--- config.mk ---
export PLATFORM = sky130hd
export DESIGN_NAME = nyakuo_lsu
export DESIGN_NICKNAME = d
export VERILOG_FILES = /design/src/rtl/nyakuo_pkg.sv /design/src/rtl/nyakuo_lsu_align.sv /design/src/rtl/nyakuo_lsu.sv
export SDC_FILE = /design/constraint.sdc
export NUM_CORES = 1
export LEC_CHECK = 0
export ABC_AREA = 1
export CELL_PAD_IN_SITES_DETAIL_PLACEMENT = 1
export CELL_PAD_IN_SITES_GLOBAL_PLACEMENT = 1
export CORE_UTILIZATION = 36
export CTS_BUF_LIST = sky130_fd_sc_hd__clkbuf_2 sky130_fd_sc_hd__clkbuf_4 sky130_fd_sc_hd__clkbuf_8
export DETAILED_ROUTE_END_ITERATION = 10
export PLACE_DENSITY_LB_ADDON = 0.1
export SKIP_LAST_GASP = 1
export SLEW_MARGIN = 20
export SYNTH_ARGS = -nofsm -noshare
export SYNTH_HDL_FRONTEND = slang
export SYNTH_HIERARCHICAL = 1
export SYNTH_SLANG_ARGS = --single-unit
--- constraint.sdc ---
create_clock -name clk -period 8.2 [get_ports clk]
set_input_delay 2.05 -clock clk [delete_from_list [all_inputs] [get_ports clk]]
set_output_delay 2.05 -clock clk [all_outputs]
set_load 0.03 [all_outputs]
--- src/rtl/nyakuo_pkg.sv ---
// Shared nyakuo core types: instruction enum, register addresses, memory bus constants
// and the load/store helper functions used by the LSU.
package nyakuo_pkg;

  localparam int XLEN = 32;

  typedef enum logic [5:0] {
    NOP, LUI, AUIPC, JAL, JALR,
    BEQ, BNE, BLT, BGE, BLTU, BGEU,
    LB, LH, LW, LBU, LHU,
    SB, SH, SW,
    ADDI, SLTI, SLTIU, XORI, ORI, ANDI, SLLI, SRLI, SRAI,
    ADD, SUB, SLL, SLT, SLTU, XOR, SRL, SRA, OR, AND
  } instruction;

  typedef logic [4:0] reg_addr;
  localparam reg_addr ZERO = 5'd0;

  // mem_we encoding shared with the data-memory bus
  localparam logic READ = 1'b0;
  localparam logic LOAD = 1'b1;

  typedef enum logic [1:0] {IDLE, REQ, RESP} lsu_state_t;
  typedef enum logic [1:0] {BYTE, HALF, WORD} mem_size_t;

  function automatic logic is_mem_op(input instruction op);
    return op inside {LB, LH, LW, LBU, LHU, SB, SH, SW};
  endfunction

  function automatic logic is_load(input instruction op);
    return op inside {LB, LH, LW, LBU, LHU};
  endfunction

  function automatic mem_size_t op_size(input instruction op);
    case (op)
      LB, LBU, SB: return BYTE;
      LH, LHU, SH: return HALF;
      default:     return WORD;
    endcase
  endfunction

endpackage

--- src/rtl/nyakuo_lsu_align.sv ---
// Byte-lane steering for the LSU: enables, store replication, misalign detect, load extension.
// Purely combinational; no state, no backpressure.
module nyakuo_lsu_align
  import nyakuo_pkg::*;
(
  input  instruction        op,
  input  logic [1:0]        lo,
  input  logic [XLEN-1:0]   wdata,
  input  logic [XLEN-1:0]   rdata,
  output logic [3:0]        be,
  output logic [XLEN-1:0]   wdata_rep,
  output logic              misalign,
  output logic [XLEN-1:0]   rdata_ext
);

  mem_size_t   size;
  logic [7:0]  byte_lane;
  logic [15:0] half_lane;

  always_comb begin
    size      = op_size(op);
    be        = 4'b0000;
    wdata_rep = wdata;
    misalign  = 1'b0;
    rdata_ext = rdata;
    byte_lane = rdata[{lo, 3'b000} +: 8];
    half_lane = rdata[{lo[1], 4'b0000} +: 16];
    if (is_mem_op(op)) begin
      case (size)
        BYTE: begin
          be        = 4'b0001 << lo;
          wdata_rep = {4{wdata[7:0]}};
          rdata_ext = (op == LB) ? {{24{byte_lane[7]}}, byte_lane} : {24'b0, byte_lane};
        end
        HALF: begin
          misalign  = lo[0];
          be        = lo[0] ? 4'b0000 : (4'b0011 << lo);
          wdata_rep = {2{wdata[15:0]}};
          rdata_ext = (op == LH) ? {{16{half_lane[15]}}, half_lane} : {16'b0, half_lane};
        end
        WORD: begin
          misalign  = |lo;
          be        = (|lo) ? 4'b0000 : 4'hF;
        end
        default: be = 4'b0000;
      endcase
    end
  end

endmodule

--- src/rtl/nyakuo_lsu.sv ---
// Load/store unit: one memory op at a time, accept->wb_valid in 3 cycles minimum (+ gnt stall).
// req_ready only in IDLE; mem_req held with stable payload until mem_gnt.
module nyakuo_lsu
  import nyakuo_pkg::*;
#(
  parameter int ADDR_W = 32,
  parameter int DATA_W = 32
) (
  input  logic              clk,
  input  logic              rst,
  input  logic              req_valid,
  output logic              req_ready,
  input  instruction        req_op,
  input  logic [ADDR_W-1:0] req_addr,
  input  logic [DATA_W-1:0] req_wdata,
  input  reg_addr           req_rd,
  output logic              mem_req,
  output logic              mem_we,
  output logic [ADDR_W-1:0] mem_addr,
  output logic [3:0]        mem_be,
  output logic [DATA_W-1:0] mem_wdata,
  input  logic              mem_gnt,
  input  logic              mem_rvalid,
  input  logic [DATA_W-1:0] mem_rdata,
  output logic              wb_valid,
  output reg_addr           wb_rd,
  output logic [DATA_W-1:0] wb_data,
  output logic              misalign,
  output logic [ADDR_W-1:0] misalign_addr,
  output logic              busy
);

  lsu_state_t  state, state_nx;
  instruction  op_q;
  logic [1:0]  lo_q;
  reg_addr     rd_q;
  logic        accept;

  instruction        al_op;
  logic [1:0]        al_lo;
  logic [3:0]        al_be;
  logic [DATA_W-1:0] al_wdata;
  logic [DATA_W-1:0] al_rdata;
  logic              al_mis;

  // In IDLE the aligner looks at the incoming op; afterwards at the latched one for load extraction.
  nyakuo_lsu_align u_align (
    .op        (al_op),
    .lo        (al_lo),
    .wdata     (req_wdata),
    .rdata     (mem_rdata),
    .be        (al_be),
    .wdata_rep (al_wdata),
    .misalign  (al_mis),
    .rdata_ext (al_rdata)
  );

  always_ff @(posedge clk) begin
    if (rst) state <= IDLE;
    else     state <= state_nx;
  end

  always_comb begin
    state_nx  = state;
    req_ready = 1'b0;
    mem_req   = 1'b0;
    busy      = 1'b1;
    accept    = 1'b0;
    al_op     = op_q;
    al_lo     = lo_q;
    case (state)
      IDLE: begin
        req_ready = 1'b1;
        busy      = 1'b0;
        al_op     = req_op;
        al_lo     = req_addr[1:0];
        if (req_valid && is_mem_op(req_op)) begin
          accept = 1'b1;
          if (!al_mis) state_nx = REQ;
        end
      end
      REQ: begin
        mem_req = 1'b1;
        if (mem_gnt) state_nx = RESP;
      end
      RESP: begin
        if (mem_rvalid) state_nx = IDLE;
      end
      default: state_nx = IDLE;
    endcase
  end

  always_ff @(posedge clk) begin
    if (rst) begin
      op_q          <= NOP;
      lo_q          <= 2'b00;
      rd_q          <= ZERO;
      mem_we        <= READ;
      mem_addr      <= '0;
      mem_be        <= 4'b0000;
      mem_wdata     <= '0;
      wb_valid      <= 1'b0;
      wb_rd         <= ZERO;
      wb_data       <= '0;
      misalign      <= 1'b0;
      misalign_addr <= '0;
    end else begin
      wb_valid <= 1'b0;
      misalign <= 1'b0;
      if (accept) begin
        if (al_mis) begin
          misalign      <= 1'b1;
          misalign_addr <= req_addr;
        end else begin
          op_q      <= req_op;
          lo_q      <= req_addr[1:0];
          rd_q      <= req_rd;
          mem_we    <= is_load(req_op) ? READ : LOAD;
          mem_addr  <= {req_addr[ADDR_W-1:2], 2'b00};
          mem_be    <= al_be;
          mem_wdata <= al_wdata;
        end
      end
      if (state == RESP && mem_rvalid && is_load(op_q)) begin
        wb_valid <= 1'b1;
        wb_rd    <= rd_q;
        wb_data  <= (rd_q == ZERO) ? '0 : al_rdata;
      end
    end
  end

endmodule

Yosys cells after proc, flatten, opt, wreduce, memory -nomap -nowiden

Cells that the tools add are included.

Eq/ne operators: 29
Shifts and indexed selects: 4
Mux-type cells: 29
Bitwise operators: 2
Reduce and logical (&&, ||, !) cells: 17

Operators with widths:

| operator                                                               | count |
|---|---|
| 32-bit 2-to-1 mux                                                      | 5 |
| 32-bit one-hot mux with 2 select lines                                 | 2 |
| 6-bit by 4-bit equality test with 1-bit output (second input constant) | 15 |
| 6-bit by 5-bit equality test with 1-bit output (second input constant) | 6 |
| 32-bit by 6-bit variable part select with 16-bit output                | 1 |
| 32-bit by 6-bit variable part select with 8-bit output                 | 1 |
| 8-bit nonzero test                                                     | 2 |
| 4-bit 2-to-1 mux                                                       | 3 |
| 4-bit one-hot mux with 3 select lines                                  | 1 |
| 2-bit 2-to-1 mux                                                       | 5 |
| 5-bit nonzero test                                                     | 2 |
| 1-bit 2-to-1 mux                                                       | 9 |
| 2-bit inequality test (second input constant)                          | 4 |
| 6-bit 2-to-1 mux                                                       | 1 |
| 2-bit one-hot mux with 3 select lines                                  | 1 |
| 3-bit OR reduction                                                     | 2 |
| 5-bit zero test                                                        | 1 |
| 2-bit by 1-bit equality test with 1-bit output (second input constant) | 2 |
| 2-bit equality test (second input constant)                            | 2 |
| 2-bit zero test                                                        | 2 |
| 2-bit one-hot mux with 2 select lines                                  | 1 |
| 2-bit AND reduction                                                    | 2 |
| 4-bit AND reduction                                                    | 1 |
| 2-bit OR reduction                                                     | 2 |
| 5 further kinds                                                        | 8 |

Bits in registers: 153
Input bits: 112
Output and inout port bits: 143
Word-level logic and storage cells: 94

Longest topological paths before layout

Depth in word-level cells: 11
Gate-level depth with buffers: 19
Mapped depth without buffers: 18

Modules after synthesis

The synthesis kept the hierarchy.

By module, submodules not included:

| module           | times used | cells an instance | area each (µm²) | sequential area each (µm²) |
|---|---|---|---|---|
| nyakuo_lsu       | 1          | 1152              | 7359.6          | 3062.9 |
| nyakuo_lsu_align | 1          | 311               | 1477.7          | 0.0 |

Worst setup path after synthesis

OpenSTA, ideal clock, no wires.

Path kind: input to register
From: input req_op[3]
To: register lo_q[0]
Setup time: 110 ps
Arrival time: 3842 ps
Required time: 8090 ps
Setup slack: 4248 ps
Cell stages on the path: 15
Buffers on the path: 3
Path through: nand2_1 o21ai_0 nor2_1 nand3_1 nand2_1 nor2_2 o21ai_0 nor2_1 buf_2 inv_2 buf_2 buf_1 nand4_1 nand2_1 nor2_1

Cells in the longest elaborated chain, start to end: 9
Elaborated cells on any way between the ends: 31
Classes of those cells: 18 x eq/ne; 6 x mux; 1 x bitwise; 6 x reduce/logical

RTL lines:

| element                                                                                                                 | RTL line                           | text |
|---|---|---|
| start, declared                                                                                                         | nyakuo_lsu.sv:13                   | `input instruction req_op,` |
| 6-bit 2-to-1 mux (*)                                                                                                    | nyakuo_lsu.sv:71                   | `case (state)` |
| named net al_op[3]                                                                                                      | nyakuo_lsu.sv:39                   | `instruction al_op;` |
| 6-bit by 4-bit equality test with 1-bit output / 6-bit by 5-bit equality test with 1-bit output (equally long branches) | nyakuo_pkg.sv:27, nyakuo_pkg.sv:35 |  |
| 3-bit OR reduction                                                                                                      | nyakuo_pkg.sv:35                   | `case (op)` |
| 2-bit one-hot mux with 2 select lines                                                                                   | nyakuo_pkg.sv:35                   |  |
| 2-bit equality test / 2-bit by 1-bit equality test with 1-bit output (equally long branches)                            | nyakuo_lsu_align.sv:29             | `case (size)` |
| 1-bit one-hot mux with 2 select lines                                                                                   | nyakuo_lsu_align.sv:29             |  |
| 1-bit 2-to-1 mux (*)                                                                                                    | nyakuo_lsu_align.sv:28             | `if (is_mem_op(op)) begin` |
| named net al_mis                                                                                                        | nyakuo_lsu.sv:44                   | `logic al_mis;` |
| 1-bit inverter (no source line) (*)                                                                                     | -                                  |  |
| 2-bit AND reduction (no source line) (*)                                                                                | -                                  |  |
| end signal, assigned                                                                                                    | nyakuo_lsu.sv:116                  | `lo_q <= req_addr[1:0];` |
| end, declared                                                                                                           | nyakuo_lsu.sv:35                   | `logic [1:0] lo_q;` |

The timed path passes the listed nets; every way through them passes the cells marked *.
A chain may end at the register's enable or synchronous reset.

Worst setup path after layout

From: input req_op[2]
To: register mem_wdata[1]

Cells in the longest elaborated chain, start to end: 9
Elaborated cells on any way between the ends: 32
Classes of those cells: 18 x eq/ne; 7 x mux; 1 x bitwise; 6 x reduce/logical

RTL lines:

| element                                                                                                                 | RTL line                           | text |
|---|---|---|
| 6-bit 2-to-1 mux (*)                                                                                                    | nyakuo_lsu.sv:71                   |  |
| named net al_op[2]                                                                                                      | nyakuo_lsu.sv:39                   |  |
| 6-bit by 4-bit equality test with 1-bit output / 6-bit by 5-bit equality test with 1-bit output (equally long branches) | nyakuo_pkg.sv:27, nyakuo_pkg.sv:35 |  |
| 3-bit OR reduction                                                                                                      | nyakuo_pkg.sv:35                   |  |
| 2-bit one-hot mux with 2 select lines                                                                                   | nyakuo_pkg.sv:35                   |  |
| 2-bit equality test / 2-bit by 1-bit equality test with 1-bit output (equally long branches)                            | nyakuo_lsu_align.sv:29             |  |
| 1-bit one-hot mux with 2 select lines                                                                                   | nyakuo_lsu_align.sv:29             |  |
| 1-bit 2-to-1 mux (*)                                                                                                    | nyakuo_lsu_align.sv:28             |  |
| named net al_mis                                                                                                        | nyakuo_lsu.sv:44                   |  |
| 1-bit inverter (no source line) (*)                                                                                     | -                                  |  |
| 2-bit AND reduction (no source line) (*)                                                                                | -                                  |  |
| end signal, assigned                                                                                                    | nyakuo_lsu.sv:121                  | `mem_wdata <= al_wdata;` |
| end, declared                                                                                                           | nyakuo_lsu.sv:21                   | `output logic [DATA_W-1:0] mem_wdata,` |

Marked as above.

==> metrics.md <==
| Metric | Value |
|---|---|
| Status | finished clean |
| Cell Chain, Critical Path | clkdlybuf4s50_1 -> nand2_1 -> o21ai_0 -> nor2_1 -> nand3_1 -> nand2_2 -> inv_2 -> o21ai_0 -> nor2_4 -> clkinv_2 -> nand3_4 -> nand2_1 -> inv_1 -> nor2_1 |
| Worst-Margin Slew | 1.11 ns |
| Synthesized area | 8840 sq um |
| DR WL/cell | 14.5 microns |
| Slowest-stage cell, CP | nand3_4 |
| Initial DRC count | 497 |
| Tmin final | 5.70 ns |
| Gr ovfl total | 0 |
| Vias in the first global route | 9049 |
| Sequential share of the synthesized area | 0.347 |
| RSZ-0062 raised after global routing | false |
| Rows | 56 |
| # port buffers | 252 |
| Yosys top cell by area | dfxtp_1 |
| Max VDD drop | 76.4 uV |
| Detailed Place HPWL | 20.1 mm |
| Worst Path Max Fanout | 81 |
| Post-Syn Instances | 1463 |
| Initial antenna violation count | 1 |
| Largest net degree at the start of global routing | 103 |
| FILL cells | 3208 |
| Synth top area share | 0.347 |
| Vias per cell | 4.70 |
| Multi-input logic area | 3900 sq um |
| Layout cells sized above 1 | 0.0477 |
| Reg clk slew, reported paths | 0.08 ns |
| Fmax | 175 MHz |
| PwrDens | 154 nW/um^2 |
| First-pass GRT wire length | 45.9 mm |
| Clock root buffer | clkbuf_8 |
| Cts hold-fix bufs | 0 |
| Clk sink count | 153 |
| Synth Warn # | 6 |
| Hold Path Class | reg2reg |
| Synth Flop Type | dfxtp_1 |
| Core Box Area | 23800 sq um |
| Detailed-router iteration count before antenna repair | 5 |
| Die Span Y | 159 microns |
| CP Data Arrival Time | 6.05 ns |
| Yosys reg bits | 153 |
| Crit path launch type | input pin |
| WL final | 28.7 mm |
| Critical Path End Type | register |
| Clock Skews | 0.0211 ns |
| Critical path's largest stage delay | 0.78 ns |
| Crit path required time | 8.54 ns |
| Final setup viols | 0 |
| FF+latch area | 3060 sq um |
| Final Hold Vio Count | 0 |
| H-Tree Depth | 4 |
| Slew Viols, Final | 0 |
| Post-route ant nets | 0 |
| Setup TNS | 0 ns |
| Rel. slew slack | 0.260 |
| Final cell utilization of the core | 0.493 |
| CP delay by family, top | simple AND/OR/NAND/NOR gates |
| Num CTS Buffers | 17 |
| Period utilisation layout | 0.696 |
| Mean Syn Cell Area | 6.04 sq um |
| # diodes | 0 |
| Top area cells in the synthesized netlist | dfxtp_1 35%, nand2_1 18%, inv_1 15% |
| P_leak | 5.55 nW |
| Starting Density | 0.372 |
| Final GP Congestion | 0.805 |
| EDFF count, synth | 0 |
| Total number of vias | 9289 |
| MaxCap Viol Count | 0 |
| Clk buf depth | 2 |
| Die Width | 159 microns |
| Critical path type | in2reg |
| Distinct cells, synth | 29 |
| Min setup slack post-route | 2.50 ns |
| Final nets | 1757 |
| Post-CTS setup buffer count | 0 |
| I/O pin total | 255 |
| Post-Place Worst Slack | 2.07 ns |
| Clk_lat worst skew | 0.46 ns |
| CTS tree | done |
| Post-synth ARST share | 0 |
| Worst path bufs/invs | 4 |
| DRC | 0 |
| Layout area overhead | 32.6% |
| Total GRT Usage | 0.231 |
| Post-cts resize count | 0 |
| Die area | 25200 sq um |
-- worst register-to-register path, delay by kind of cell (launching register included) --
kind	cells	cell delay (ns)
simple gates	9	2.72
buf+inv	3	0.66
compound gates	2	0.44
flops	1	0.36
-- flip-flops by register name (all words and copies together), names as in the netlist --
name           flops
lo_q               2
mem_addr          30
mem_be             4
mem_wdata         32
mem_we             1
misalign           1
misalign_addr     32
op_q               6
rd_q               5
state              2
wb_data           32
wb_rd              5
wb_valid           1
-- routing by layer --
layer	routed length (microns)	vias up	GRT usage
met5	13	-	0
li1	-	4732	-
met1	13200	4295	0.296
met4	309	2	0.0623
met3	1750	22	0.0419
met2	13500	238	0.396
-- through the flow --
| stage | hold slack, ns | cell area (sq um) | std cells | power (mW) |
|---|---|---|---|---|
| after floorplan | 0.445 | 8840 | 1464 | 1.03 |
| after global placement | 0.435 | 11300 | 1944 | 1.17 |
| after detailed placement | 0.446 | 11300 | 1945 | 1.17 |
| after CTS | 0.460 | 11700 | 1976 | 1.83 |
| after global routing | 0.474 | 11700 | 1976 | 1.90 |
| final | 0.453 | 11700 | 1976 | 1.81 |
-- cell families (layout without fill, tap and decap cells) --
logic type | count (synthesis) | in the layout | share of synthesized area
AOI/OAI and AO/OA | 100 | 100 | 0.0647
buffers and inverters | 451 | 644 | 0.216
DFF | 153 | 153 | 0.347
other | 1 | 2 | 0.000424
and+or+nand+nor | 758 | 758 | 0.373
-- final timing paths --
| check | cells after the start | end | slack [ns] | startpoint |
|---|---|---|---|---|
| worst max-delay path | 14 | mem_wdata[1] | 2.50 | req_op[2] |
| worst min-delay path | 2 | wb_rd[3] | 0.45 | wb_rd[3] |
| worst max register to register | 14 | mem_wdata[1] | 3.93 | state[1] |
| worst min register to register | 2 | wb_rd[3] | 0.45 | wb_rd[3] |
-- where the power goes --
part / internal (mW) / leakage (nW) / switching, mW
registers: 0.762 / 1.24 / 0.0118
clock network: 0.338 / 0.214 / 0.315
logic: 0.143 / 4.10 / 0.236
total: 1.24 / 5.55 / 0.563
-- layout make-up --
| class | count | share of cell area |
|---|---|---|
| tap | 319 | 0.0341 |
| sequential | 153 | 0.261 |
| inverter | 351 | 0.113 |
| multi-input combinational | 860 | 0.333 |
| clock buffer | 18 | 0.0206 |
| clock inverter | 13 | 0.0164 |
| timing repair buffer | 262 | 0.222 |
-- layout by cell type (no fill, tap or decap) --
cell type and n:
inv_2 7, clkinv_4 2, clkinvlp_4 2, nor2_4 5, o211ai_2 3, dfxtp_1 153
or2_2 1, clkinv_2 2, inv_1 342, nor4_1 1, nor2_1 135, conb_1 2
buf_8 1, nand3_2 1, nand3_1 48, a21oi_1 11, inv_4 1, nand3_4 3
nand4_1 112, nand2_2 14, o21ai_0 64, o21ai_1 1, nor2_2 1, nor3_1 2
o211ai_1 13, a21boi_0 6, clkdlybuf4s50_1 252, clkbuf_8 17, buf_4 9, bufinv_16 4
o21ai_2 1, o22ai_1 1, clkbuf_4 1, nand2_1 435, inv_6 4
-- Yosys cell counts (all sizes together) (2+ instances only) --
cell type,number
o211ai,16
nor2,141
nand4,112
dfxtp,153
inv,351
a21oi,11
a21boi,6
nand3,52
buf,67
o21ai,66
nor3,2
nand2,449
clkbuf,33
No activity file was read; power rests on OpenSTA's default activity.
